`config.mk`:
```
export PLATFORM = sky130hd
export DESIGN_NAME = enable_gen
export DESIGN_NICKNAME = d
export VERILOG_FILES = /design/src/rtl/enable_gen_pkg.sv /design/src/rtl/enable_gen_prescaler.sv /design/src/rtl/enable_gen.sv
export SDC_FILE = /design/constraint.sdc
export NUM_CORES = 1
export LEC_CHECK = 0
export CAP_MARGIN = 25
export CORE_MARGIN = 5
export CORE_UTILIZATION = 50
export DETAILED_ROUTE_END_ITERATION = 7
export GPL_TIMING_DRIVEN = 0
export PLACE_DENSITY = 0.88
export SLEW_MARGIN = 20
export SYNTH_ARGS = -nofsm -noshare
export SYNTH_HDL_FRONTEND = slang
export SYNTH_HIERARCHICAL = 1
export SYNTH_SLANG_ARGS = --single-unit
```
`constraint.sdc`:
```
create_clock -name clk -period 2.2 [get_ports clk]
set_clock_uncertainty 0.05 [all_clocks]
set_input_delay 0.44 -clock clk [delete_from_list [all_inputs] [get_ports clk]]
set_output_delay 0.44 -clock clk [all_outputs]
set_load 0.005 [all_outputs]
```
`src/rtl/enable_gen_pkg.sv`:
```
// Shared types and constants for the enable_gen pulse generator.
package enable_gen_pkg;

  typedef enum logic [1:0] {
    IDLE = 2'd0,
    RUN  = 2'd1,
    DONE = 2'd2
  } enable_gen_state_t;

  localparam logic MODE_CONT  = 1'b0;
  localparam logic MODE_BURST = 1'b1;

endpackage

```
`src/rtl/enable_gen_prescaler.sv`:
```
// Loadable prescaler: holds the terminal value and counts 0..div_q, wrapping to 0.
// A load both latches the new terminal value and clears the count.
module enable_gen_prescaler #(
  parameter int DIV_WIDTH = 8
) (
  input  logic                 clk,
  input  logic                 reset,
  input  logic                 load,
  input  logic [DIV_WIDTH-1:0] load_div,
  input  logic                 count_en,
  output logic                 tc
);

  localparam logic [DIV_WIDTH-1:0] ONE = {{(DIV_WIDTH-1){1'b0}}, 1'b1};

  logic [DIV_WIDTH-1:0] count_reg;
  logic [DIV_WIDTH-1:0] div_reg;

  assign tc = (count_reg == div_reg);

  always_ff @(posedge clk or negedge reset) begin
    if (!reset) begin
      count_reg <= '0;
      div_reg   <= '0;
    end else if (load) begin
      count_reg <= '0;
      div_reg   <= load_div;
    end else if (count_en) begin
      // Explicit wrap on terminal so an all-ones div never relies on overflow.
      count_reg <= tc ? '0 : count_reg + ONE;
    end
  end

endmodule

```
`src/rtl/enable_gen.sv`:
```
// Enable-pulse generator: one-cycle pulse every div+1 cycles, continuous or burst.
// Burst mode and the DONE state exist only when ENABLE_GEN_BURST_EN is defined.
module enable_gen
  import enable_gen_pkg::*;
#(
  parameter int DIV_WIDTH   = 8,
  parameter int BURST_WIDTH = 8
) (
  input  logic                   clk,
  input  logic                   reset,
  input  logic                   start,
  input  logic                   stop,
  input  logic                   mode,
  input  logic [DIV_WIDTH-1:0]   div,
  input  logic [BURST_WIDTH-1:0] burst_len,
  output logic                   enable,
  output logic                   busy,
  output logic                   done
);

  enable_gen_state_t state_reg;
  logic              enable_reg;
  logic              start_ok;
  logic              presc_tc;

  assign start_ok = (state_reg == IDLE) && start && !stop;

  enable_gen_prescaler #(
    .DIV_WIDTH(DIV_WIDTH)
  ) u_prescaler (
    .clk      (clk),
    .reset    (reset),
    .load     (start_ok),
    .load_div (div),
    .count_en (state_reg == RUN),
    .tc       (presc_tc)
  );

`ifdef ENABLE_GEN_BURST_EN
  localparam logic [BURST_WIDTH-1:0] BURST_ONE = {{(BURST_WIDTH-1){1'b0}}, 1'b1};

  logic                   mode_reg;
  logic [BURST_WIDTH-1:0] burst_cnt_reg;

  always_ff @(posedge clk or negedge reset) begin
    if (!reset) begin
      state_reg     <= IDLE;
      enable_reg    <= 1'b0;
      mode_reg      <= MODE_CONT;
      burst_cnt_reg <= '0;
    end else begin
      enable_reg <= 1'b0;
      case (state_reg)
        IDLE: begin
          if (start_ok) begin
            mode_reg      <= mode;
            burst_cnt_reg <= burst_len;
            // An empty burst completes immediately without touching RUN.
            if (mode == MODE_BURST && burst_len == '0) state_reg <= DONE;
            else                                       state_reg <= RUN;
          end
        end
        RUN: begin
          if (stop) begin
            state_reg <= IDLE;
          end else if (presc_tc) begin
            enable_reg <= 1'b1;
            if (mode_reg == MODE_BURST) begin
              burst_cnt_reg <= burst_cnt_reg - BURST_ONE;
              if (burst_cnt_reg == BURST_ONE) state_reg <= DONE;
            end
          end
        end
        DONE:    state_reg <= IDLE;
        default: state_reg <= IDLE;
      endcase
    end
  end

  assign done = (state_reg == DONE);
`else
  logic unused_burst_inputs;
  assign unused_burst_inputs = ^{mode, burst_len};

  always_ff @(posedge clk or negedge reset) begin
    if (!reset) begin
      state_reg  <= IDLE;
      enable_reg <= 1'b0;
    end else begin
      enable_reg <= 1'b0;
      case (state_reg)
        IDLE: if (start_ok) state_reg <= RUN;
        RUN: begin
          if (stop)          state_reg  <= IDLE;
          else if (presc_tc) enable_reg <= 1'b1;
        end
        default: state_reg <= IDLE;
      endcase
    end
  end

  assign done = 1'b0;
`endif

  assign enable = enable_reg;
  assign busy   = (state_reg == RUN);

endmodule

```
## Word-level counts from Yosys, hierarchy flattened

Index checks and enable logic that the tools add are counted.

- Register bits: 19

- $add $sub $neg: 1
- Equal/unequal tests: 4
- Mux-type cells: 9
- Reduce and logical (&&, ||, !) cells: 6

Operator list:

| kind | number |
|---|---|
| two-way mux 8 bit | 3 |
| adder 8 x 1 -> 8 bit (second input constant) | 1 |
| equality test 8 bit | 1 |
| two-way mux 2 bit | 2 |
| inequality test 2 bit (second input constant) | 2 |
| one-hot mux 2 bit (2 select lines) | 1 |
| two-way mux 1 bit | 3 |
| equality test 2 x 1 -> 1 bit (second input constant) | 1 |
| logical AND 1 bit | 2 |
| logical NOT 2 bit | 1 |
| AND reduction 2 bit | 1 |
| nonzero test 2 bit | 1 |
| logical NOT 1 bit | 1 |

## Longest topological paths before layout

- Word-level depth: 5
- Gate-level depth with buffers: 5
- Mapped depth without buffers: 5

## Modules after synthesis

The synthesis kept the hierarchy.

Modules (own cells, without submodules):

| module | times used | cells an instance | area an instance (um2) | seq. area each (um2) |
|---|---|---|---|---|
| enable_gen_prescaler | 1 | 73 | 832.0 | 400.4 |
| enable_gen | 1 | 7 | 92.6 | 50.0 |

## Worst setup path before layout

Ideal clock, no wire load.

- Path kind: register to register
- Start: register state_reg[0]
- End: register u_prescaler.div_reg[0]
- Setup time: 0.125 ns
- Data arrival time: 1.304 ns
- Data required time: 2.025 ns
- Slack: 0.722 ns
- Cell stages (with the launch flop): 4
- Buffers on the path: 1
- Path through: dfrtp_1 -> nor3b_2 -> buf_2 -> mux2_2

- Longest elaborated chain between the ends: 3

Ends and longest elaborated chain:

| item | RTL line | RTL |
|---|---|---|
| start, declared | enable_gen.sv:21 | `enable_gen_state_t state_reg;` |
| start signal, assigned | enable_gen.sv:87 | `state_reg <= IDLE;` |
| start signal, assigned | enable_gen.sv:92 | `IDLE: if (start_ok) state_reg <= RUN;` |
| start signal, assigned | enable_gen.sv:94 | `if (stop) state_reg <= IDLE;` |
| logical NOT 2 bit | enable_gen.sv:26 | `assign start_ok = (state_reg == IDLE) && start && !stop;` |
| logical AND 1 bit (2 in a row) | enable_gen.sv:26 |  |
| net start_ok | enable_gen.sv:23 | `logic start_ok;` |
| end signal, assigned | enable_gen_prescaler.sv:27 | `div_reg <= load_div;` |
| end, declared | enable_gen_prescaler.sv:17 | `logic [DIV_WIDTH-1:0] div_reg;` |

The timed path passes the listed nets, and every way through them passes these cells.
A chain may end at the register's enable or synchronous reset.

## Final worst setup path

- Start: register state_reg[0]
- End: output port busy

- Longest elaborated chain between the ends: 1

Ends and longest elaborated chain:

| item | RTL line | RTL |
|---|---|---|
| equality test 2 x 1 -> 1 bit | enable_gen.sv:106 | `assign busy = (state_reg == RUN);` |
| end, declared | enable_gen.sv:17 | `output logic busy,` |

Every way passes these cells.

==> flow_summary.ini <==
[status]
status = finished clean

[final_layout]
layout_common_cells = dfrtp_1, clkdlybuf4s50_1, xnor2_1, nor2_1, mux2_2
n_antenna_cell = 0
fillers = 148
multiInputGateArea_um2 = 447
instances_no_fill = 122
nets = 120
final_common_cell = dfrtp_1
ff_latch_area_um2 = 450
final_cell_area_mm2 = 0.00112
area_delta_synth_final_pct = 21.4
drive_above_1_share = 0.196

[setup_path]
rr_worst_depth = 5
critPathRequiredTime_ns = 1.71
worstSetupEndpointType = output pin
crit_buf_inv = 1
cp_cell_sequence = clkdlybuf4s50_1
r2r_end = u_prescaler/count_reg[7]
r2r_slack_ns = 0.44
crit_type = flip-flop to output pin
cp_slowest_cell = clkdlybuf4s50_1
critical_path_peak_fanout = 10
critPathArrivalTime_ns = 1.38
critical_path.max_stage_delay_ns = 0.56
critPathTopFamily = buffers and inverters
r2r_start = state_reg[0]
start_kind = flip-flop

[floorplanning]
placement_rows = 15
ios = 24
core_area_mm2 = 0.00175
chipWidth_um = 53.0
dieHeight_um = 53.0
fp.dieArea_mm2 = 0.00281
initial_core_util = 0.530

[yosys]
synth-seq-cells = 18
ys.warnings.count = 6
synth_area_um2 = 925
synth_cells = 80
ys_types = 28
synth-seq-area-share = 0.487
synth_nets = 102
syn_area_per_cell_um2 = 11.6

[timing]
worst_slew_pin_slew_ns = 0.789
final_max_slew_viol_count = 0
maxSlewHeadroom = 0.472
finalSetupViolations = 0
fin_crit_sh = 0.850
fin_crit_ns = 1.87
fmax_mhz = 535
fin_tns_setup_ns = 0
hold_violations = 0
rsz0062_at_grt = no

[power_and_ir_drop]
clkPwrFrac = 0.236
peakVddDrop_v = 0.000443
power_density_mw_per_mm2 = 739
p_leak_nw = 0.465
p_switching_uw = 242
power_switching_share = 0.292
pwr-share-comb = 0.240
p_seq_frac = 0.524
power_uw = 829
p_int_uw = 587

[flow_run]
drv_cap = 0

[cts]
cts_resized = 0
cts_hold_buf = 0
clock-sinks = 18
cts-root-buf = clkbuf_4
h-tree-depth = 1
postCtsSetupBuffers = 0
clkTransAtPathRegs_ns = 0.10
cts_buffer_depth = 2
cts_tree = done
clock_latency_ns = 0.28
cts_made_buffers = 3

[global_routing]
grt_pass1_wl_mm = 2.73
grt_use_total = 0.136
grt_pass1_vias = 635
antenna_found_initial = 0
overflow = 0
grt_max_degree = 19

[worst_hold_path]
holdPathEnd = u_prescaler/div_reg[4]
hp-class = flip-flop to flip-flop
holdPathStages = 1
hp-start = u_prescaler/div_reg[4]

[detailed_routing]
drtIter0Drc = 14
ant_nets = 0
drt-pass1-iter-count = 4
vias = 627
via_per_inst = 5.14
routed_wl_mm = 1.63
wl_per_cell_um = 13.4
drc = 0

[placement]
io_buffers = 13
gp_congestion = 0.800
dp.final_hpwl_mm = 1.22
dpl_cell_area_mm2 = 0.00109
post-place-cells = 118
[cells in the mapped netlist (all sizes together)]
| cell | instances | share of area |
|---|---|---|
| and2b | 1 | 0.0081 |
| and3b | 1 | 0.0095 |
| buf | 2 | 0.014 |
| conb | 1 | 0.0041 |
| dfrtp | 18 | 0.49 |
| ha | 1 | 0.014 |
| inv | 4 | 0.016 |
| mux2 | 8 | 0.097 |
| nand2 | 5 | 0.020 |
| nand3 | 1 | 0.0054 |
| nand4 | 2 | 0.037 |
| nor2 | 9 | 0.037 |
| nor3 | 1 | 0.0054 |
| nor3b | 1 | 0.014 |
| o2111ai | 1 | 0.0095 |
| o211a | 1 | 0.011 |
| o211ai | 1 | 0.0081 |
| o21ai | 5 | 0.031 |
| o21ba | 1 | 0.011 |
| o311ai | 1 | 0.0095 |
| o31ai | 1 | 0.023 |
| or2 | 1 | 0.0068 |
| xnor2 | 11 | 0.10 |
| xor2 | 2 | 0.019 |
[final cells by class]
cell class              count  share of cell area
flip-flops and latches     18               0.401
multi-input cells          56               0.398
repair buffers             13               0.116
clock buffers               4              0.0323
well taps                  25              0.0279
inverters                   4              0.0134
plain buffers               2              0.0111
[cells by family (layout without fill, tap and decap cells)]
family / Yosys count / in the layout / share of synthesized area
AOI/OAI and AO/OA: 11 / 11 / 0.103
xor gates and xnor gates: 13 / 13 / 0.123
adders and majority gates: 1 / 1 / 0.0135
buffers and inverters: 6 / 23 / 0.0298
DFF: 18 / 18 / 0.487
muxes: 8 / 8 / 0.0974
other: 1 / 1 / 0.00406
and+or+nand+nor: 22 / 22 / 0.142
[how the worst max path moves through the flow]
stage                 startpoint                  endpoint  cells after the start
floorplan           state_reg[0]    u_prescaler/div_reg[0]                      3
global placement           start    u_prescaler/div_reg[1]                      4
detailed placement         start  u_prescaler/count_reg[7]                      6
CTS                 state_reg[0]                      busy                      1
global route        state_reg[0]                      busy                      1
finish              state_reg[0]                      busy                      1
[stage by stage]
step	setup WS, ns	hold WS [ns]	utilization
2_1_floorplan	0.722	0.0944	-
3_3_place_gp	0.163	0.464	0.622
3_5_place_dp	0.123	0.471	0.622
4_1_cts	0.315	0.494	0.643
5_1_grt	0.265	0.512	0.643
6_report	0.331	0.488	0.643
[power groups by stage]
stage	Sequential [mW]	Clock, mW	Combinational [mW]
detailed placement	0.442	0	0.200
CTS	0.435	0.204	0.202
global placement	0.438	0	0.190
finish	0.435	0.195	0.199
floorplan	0.428	0	0.150
global route	0.444	0.222	0.224
[routing by layer]
layer / part of all wire / routed length (µm) / GRT usage / vias to the layer above
met2: 0.48 / 789 / 0.207 / 13
li1: - / - / - / 308
met5: 0 / 0 / 0 / -
met3: 0.031 / 51 / 0.0282 / 2
met4: 0.017 / 28 / 0.0766 / 0
met1: 0.47 / 764 / 0.179 / 304
(Power assumes the default switching activity.)
